File: config.mk
export PLATFORM = sky130hd
export DESIGN_NAME = tpiu_frame_decoder
export DESIGN_NICKNAME = d
export VERILOG_FILES = /design/src/rtl/tpiu_frame_decoder.sv
export SDC_FILE = /design/constraint.sdc
export NUM_CORES = 1
export LEC_CHECK = 0
export CORE_MARGIN = 1
export CORE_UTILIZATION = 40
export DETAILED_ROUTE_END_ITERATION = 10
export PLACE_DENSITY = 0.63
export SETUP_SLACK_MARGIN = 0.2
export SYNTH_ARGS = -nofsm -noshare
export SYNTH_HDL_FRONTEND = slang
export SYNTH_SLANG_ARGS = --single-unit
File: constraint.sdc
create_clock -name clk -period 3.4 [get_ports clk]
set_input_delay 0.68 -clock clk [delete_from_list [all_inputs] [get_ports clk]]
set_output_delay 0.68 -clock clk [all_outputs]
set_load 0.1 [all_outputs]
File: src/rtl/tpiu_frame_decoder.sv
// tpiu_frame_decoder: CoreSight TPIU 16-byte formatter frame decoder with ping-pong frame buffering.
// Optional feature macro: TPIU_DROP_NULL_ID_EN suppresses data bytes whose effective ID is 0x00 or 0x7F.
module tpiu_frame_decoder #(
    parameter int OVF_CNT_WIDTH = 16
) (
    input  logic                     clk,
    input  logic                     rst,
    input  logic [7:0]               dIn,
    input  logic                     dInValid,
    input  logic                     sync,
    output logic [7:0]               oData,
    output logic [6:0]               oId,
    output logic                     oValid,
    input  logic                     oReady,
    output logic                     overflow,
    output logic [OVF_CNT_WIDTH-1:0] ovfCount
);
    typedef enum logic {IDLE, RUN} stateT;

    logic [7:0] frameBuf [2][16];
    logic       colSel;
    logic [3:0] fillIdx;
    logic       accept;
    logic       lastByte;
    logic       handoff;
    logic       drop;
    stateT      state;
    stateT      nextState;
    logic [3:0] slot;
    logic [3:0] nextSlot;
    logic [6:0] curId;
    logic [6:0] nextCurId;
    logic [7:0] curByte;
    logic [7:0] pairByte;
    logic       auxBit;
    logic       isData;
    logic       emit;
    logic       advance;
    logic       done;
    logic [7:0] stepData;
    logic [6:0] stepId;

    assign accept   = dInValid && sync;
    assign lastByte = accept && (fillIdx == 4'd15);
    assign handoff  = lastByte && (state == IDLE || done);
    assign drop     = lastByte && !handoff;
    assign curByte  = frameBuf[~colSel][slot];
    assign pairByte = frameBuf[~colSel][slot + 4'd1];
    assign auxBit   = frameBuf[~colSel][15][slot[3:1]];

    // Collector write port into the buffer it currently owns
    always_ff @(posedge clk) begin
        if (accept) frameBuf[colSel][fillIdx] <= dIn;
    end

    // Collector fill index, buffer ownership swap and dropped-frame accounting
    always_ff @(posedge clk) begin
        if (rst) begin
            fillIdx  <= 4'd0;
            colSel   <= 1'b0;
            overflow <= 1'b0;
            ovfCount <= '0;
        end else begin
            fillIdx  <= !sync ? 4'd0 : (accept ? fillIdx + 4'd1 : fillIdx);
            colSel   <= colSel ^ handoff;
            overflow <= drop;
            ovfCount <= (drop && !(&ovfCount)) ? ovfCount + {{(OVF_CNT_WIDTH-1){1'b0}}, 1'b1} : ovfCount;
        end
    end

    // Emitter state register with slot pointer and persistent stream ID
    always_ff @(posedge clk) begin
        if (rst) begin
            state <= IDLE;
            slot  <= 4'd0;
            curId <= 7'd0;
        end else begin
            state <= nextState;
            slot  <= handoff ? 4'd0 : (advance ? nextSlot : slot);
            curId <= advance ? nextCurId : ((!sync && state == IDLE) ? 7'd0 : curId);
        end
    end

    // Emitter next state: a handoff always (re)starts RUN, even on the completing cycle
    always_comb begin
        nextState = handoff ? RUN : (done ? IDLE : state);
    end

    // Emitter slot decode; an ID change is folded with its odd partner so it costs no output cycle
    always_comb begin
        isData    = 1'b0;
        stepData  = curByte;
        stepId    = curId;
        nextCurId = curId;
        nextSlot  = slot + 4'd1;
        if (slot[0]) begin
            isData = 1'b1;
        end else if (!curByte[0]) begin
            isData   = 1'b1;
            stepData = {curByte[7:1], auxBit};
        end else begin
            nextCurId = curByte[7:1];
            if (slot != 4'd14) begin
                isData   = 1'b1;
                stepData = pairByte;
                stepId   = auxBit ? curId : curByte[7:1];
                nextSlot = slot + 4'd2;
            end
        end
`ifdef TPIU_DROP_NULL_ID_EN
        emit = isData && stepId != 7'h00 && stepId != 7'h7F;
`else
        emit = isData;
`endif
        advance = (state == RUN) && (!emit || !oValid || oReady);
        done    = advance && (slot == 4'd14);
    end

    // Output register, held while stalled by the downstream
    always_ff @(posedge clk) begin
        if (rst) begin
            oValid <= 1'b0;
            oData  <= 8'h00;
            oId    <= 7'h00;
        end else if (advance && emit) begin
            oValid <= 1'b1;
            oData  <= stepData;
            oId    <= stepId;
        end else if (oReady) begin
            oValid <= 1'b0;
        end
    end
endmodule

Word level (Yosys, flattened, before mapping):

Memories as Yosys holds them, arrays and structs flattened.
Index checks and enable logic that the tools add are counted.

* bits in registers: 50
* bits in writable memories: 256
* input bits: 13
* logic and storage cells: 90
* memories kept: 1

* $add $sub $neg: 4
* order comparisons: 5
* equal/unequal tests: 5
* multiplexer cells: 33
* bitwise operators: 7
* reductions and logical operators: 25

Memory list
* frameBuf: depth 2, width 128, read ports 1, clocked after Yosys merged registers in 0, wr ports 1, line 20 `logic [7:0] frameBuf [2][16];`

Operators by type and width (count)
* $mux 128: 1
* $bmux 8 s4: 2
* $mux 8: 8
* $mux 7: 8
* $demux 8 s4: 1
* $add 16x1->16 const B: 1
* $reduce_and 16->1: 1
* $ge 5x5->1 const B: 3
* $not 4->5: 3
* $mux 4: 3
* $logic_and 1x1->1: 10
* $mux 1: 9
* $add 4x1->4 const B: 2
* $eq 4x4->1 const B: 2
* $reduce_bool 2->1: 3
* $logic_not 1->1: 5
* $lt 5x1->1 const B: 1
* $add 4x2->4 const B: 1
* $lt 3x4->1 const B: 1
* $ne 2x2->1 const B: 2
* $ne 4x4->1 const B: 1
* $reduce_or 2->1: 2
* $bmux 1 s3: 1
* $logic_or 1x1->1: 3
* other kinds (3): 5

Longest topological paths before layout:

An unclocked memory read counts as a cell.

* depth in word-level cells: 17
* mapped depth: 12

Worst setup path before layout:

No wires, ideal clock.

* kind: register -> register
* start: register slot[1]
* end: register oData[1]
* setup time: 0.134 ns
* arrival: 2.610 ns
* data required time: 3.266 ns
* setup slack: 0.657 ns
* stages on the path, launching flop included: 8
* buffers on the path: 1
* cell sequence: dfxtp_1 > ha_1 > xnor2_1 > buf_4 > mux4_2 > mux2_2 > mux2i_1 > o22ai_1

* longest elaborated chain between the ends: 11
* elaborated cells on any way between the ends: 21

Ends and longest elaborated chain
* start: declaration: line 29 `logic [3:0] slot;`
* start signal: assignment: line 79 `slot <= handoff ? 4'd0 : (advance ? nextSlot : slot);`
* branches (longest 11 deep; another with $add 4x1->4)
* end signal: assignment: line 127 `oData <= stepData;`
* end: declaration: line 11 `output logic [7:0] oData,`

Parallel ways; which one is timed is not known. The select of a mux whose other input is x is not followed.
A chain may end at the register's enable or synchronous reset.

Worst setup path after layout:

* start: register colSel
* end: register oData[2]

* longest elaborated chain between the ends: 12
* elaborated cells on any way between the ends: 18

Ends and longest elaborated chain
* start: declaration: line 21 `logic colSel;`
* start signal: assignment: line 65 `colSel <= colSel ^ handoff;`
* $not 1->1 (*): line 47, 48
* $mem_v2 2x128 (*)
* $bmux 8 s4: line 47 `assign curByte = frameBuf[~colSel][slot];`
* $mux 8 (implied by the code) (2 in a row): line 47
* $mux 1: line 98 `end else if (!curByte[0]) begin`
* $mux 1: line 96 `if (slot[0]) begin`
* $logic_not 1->1: line 115 `advance = (state == RUN) && (!emit || !oValid || oReady);`
* $logic_or 1x1->1 (2 in a row): line 115
* $logic_and 1x1->1: line 115
* $logic_and 1x1->1: line 125 `end else if (advance && emit) begin`

Mark *: on every way between the ends. The rest lies on a longest branch, timed or not. The select of a mux whose other input is x is not followed.

==> out/metrics.cfg <==
[grt]
use_met2_pct=32.9
track_usage_pct=20.1
top_usage_layer=met2
groute.layer.met3.usage_pct=3.14
antenna_found_initial=2
grt_pass1_wl_um=53800
overflow=0
grt.met1_usage_pct=27.7
first_global_vias=8508
grt_max_degree=68

[clocking]
cts_root_buffer=clkbuf_16
clk_pin_slew_worst_paths_ps=60
cts_buffer_depth=3
cts_hold_buffers=0
h-tree-depth=2
cts.sinks=306
cts_tree=done
clkLatencyLatePin_ps=520
cts_buffers=35

[synthesis]
ys.flop_type=edfxtp_1
synth.avg_cell_area_um2=16.1
synth.yosys.seq_area_share_pct=60.5
synth_cell_type_count=57
syn_nets=912
syn_inst=891
yosys-top-cells-area=edfxtp_1 (53%), mux4_2 (18%), dfxtp_1 (7.0%)
synth-async-reset-ratio_pct=0
yosysWarnings=0
yosysMostFrequentCell=edfxtp_1
synth_edf_count=256
netlist_area_um2=14400
ys_top_cells_by_count=edfxtp_1 (256), mux4_2 (112), nor2_1 (65)
yosysTopAreaCell=edfxtp_1
synth_top_area_share_pct=53.5
ys_ff_latch=306

[timing]
finalHoldViolCount=0
rsz0062_at_grt=false
skew_ps=30.6
final.period_utilization_pct=85.6
slew_violations=0
setup_viol=0
worst_pin_slew_ps=1160
fin_tns_setup_ps=0
fmaxAchievable_ghz=0.343
layout_min_cycle_time_ps=2910
max_slew_margin_pct=22.6

[layout]
fill_cells=2995
nets=1014
utilization_pct=47.3
antenna_cells=0
layout-drive-gt1-share_pct=29.2
syn2layout_area_growth_pct=16.8

[worst_setup_path]
cpLargestDelayFamily=compound AO/OA/AOI/OAI gates
worstPathRequired_ps=3850
crit_fanout=22
slowest_delay_ps=620
path_class=register to register
arrival_ps=3360
worst_setup_path_end_kind=register
cp-start-kind=register
worstPathCellList=buf_12 > buf_12 > buf_4 > mux2_2 > nor2_1 > a211oi_1 > a211oi_1 > o31ai_1 > mux2i_1 > o22ai_1
crit_buf_inv=3
slowest_stage=o31ai_1

[die]
die_w_um=192
die_y_um=192
initial_utilization_pct=40.5
die_area_um2=36700
placeableCoreArea_um2=35500
rows=69
io_pins=46

[place]
gp_congestion=0.836
io_buffers=45
dp_hpwl_um=24400

[status]
status=completed

[drt]
num_vias=8628
drc=0
detail_route.wirelength_um=36100
routedWlPerCell_um=24.3
drt_iter0_drc=768
viasPerCell=5.83
ant_nets=0
drtPass1Iterations=5

[min_path]
min_path_type=register to register

[pwr]
power.total_mw=7.76
leakagePower_nw=5.42
cellPowerDensity_nw_per_um2=462
ir_worst_vdd_mv=0.327

[flow_run]
maxCapViolations=0

registers in the layout, summed over array words and instances (netlist names):
| signal | flops |
|---|---|
| oValid | 1 |
| state | 1 |
| fillIdx | 4 |
| frameBuf | 256 |
| oData | 8 |
| curId | 7 |
| oId | 7 |
| ovfCount | 16 |
| overflow | 1 |
| slot | 4 |
| colSel | 1 |
path summary, 6_finish.rpt:
kind	start	cells after the start	endpoint	slack (ps)
setup / recovery	colSel	10	oData[2]	490
hold / removal	oId[4]	1	oId[4]	460
setup reg to reg	colSel	10	oData[2]	490
hold reg to reg	oId[4]	1	oId[4]	460
what timing repair did:
item                                    CTS  global route
hold endpoints to repair                  0             0
endpoints found under the setup margin    0            11
gates resized for setup                   0             1
setup buffers                             0             1
kinds of logic (layout without fill, tap and decap cells):
logic type      count (synthesis)  after routing  synth area share (%)
fa+ha+maj                       8              8                 0.696
compound gates                114            114                  5.28
mux                           194            194                  23.8
xor+xnor                        7              7                 0.427
flops                         306            306                  60.5
buf+inv                        68            197                  2.59
simple gates                  194            194                  6.79
layout make-up:
cell class	instances	area [um2]	share of cell area [%]
multi-input cells	517	5320	31.7
clock inverters	20	155	0.924
well taps	461	577	3.44
inverters	9	33.8	0.201
flip-flops and latches	306	8700	51.8
repair buffers	124	1050	6.28
clock buffers	44	951	5.66
cell usage in the layout, fill, tap and decap left out, types with 7 or more instances in the layout:
cell and n:
edfxtp_1 256, mux4_2 112, buf_4 95, nor2_1 65, mux2i_1 59, dfxtp_1 48, clkbuf_16 36, a21oi_1 34
nand2_1 32, clkdlybuf4s50_1 24, mux2_2 20, o21ai_0 18, nand3_1 17, nand2b_1 14, nor2b_1 12, inv_1 9
and3_1 9, o22ai_1 9, o31ai_1 8, ha_1 8, nand4_1 7, or4_1 7, a22o_1 7, a211oi_1 7
o2bb2ai_1 7
stage by stage:
step / cells / worst slack (ps) / area [um2] / hold WS [ps]
final: 1481 / 488 / 16800 / 465
after global routing: 1481 / 270 / 16800 / 488
after CTS: 1480 / 317 / 16800 / 468
after detailed placement: 1416 / 337 / 15700 / 447
after global placement: 1416 / 410 / 15700 / 446
after floorplan: 891 / 657 / 14400 / 442
power breakdown:
group / leakage [nW] / total (mW) / internal (mW) / switching (mW)
clock network: 0.534 / 3.59 / 2.08 / 1.51
logic: 2.18 / 0.103 / 0.0275 / 0.0751
registers: 2.71 / 4.07 / 4.06 / 0.00377
worst register-to-register path: cells and delay by family, from the launching register on:
family,cells,cell delay [ps]
and+or+nand+nor,1,40
DFF,1,580
muxes,2,400
buffers and inverters,3,670
AOI/OAI and AO/OA,4,1170
layer usage:
| layer | vias to the layer above | wire length [um] |
|---|---|---|
| li1 | 3825 | - |
| met2 | 348 | 17500 |
| met3 | 52 | 2390 |
| met4 | 0 | 769 |
| met1 | 4403 | 15400 |
| met5 | - | 0 |
Power figures use the tool's default switching activity.
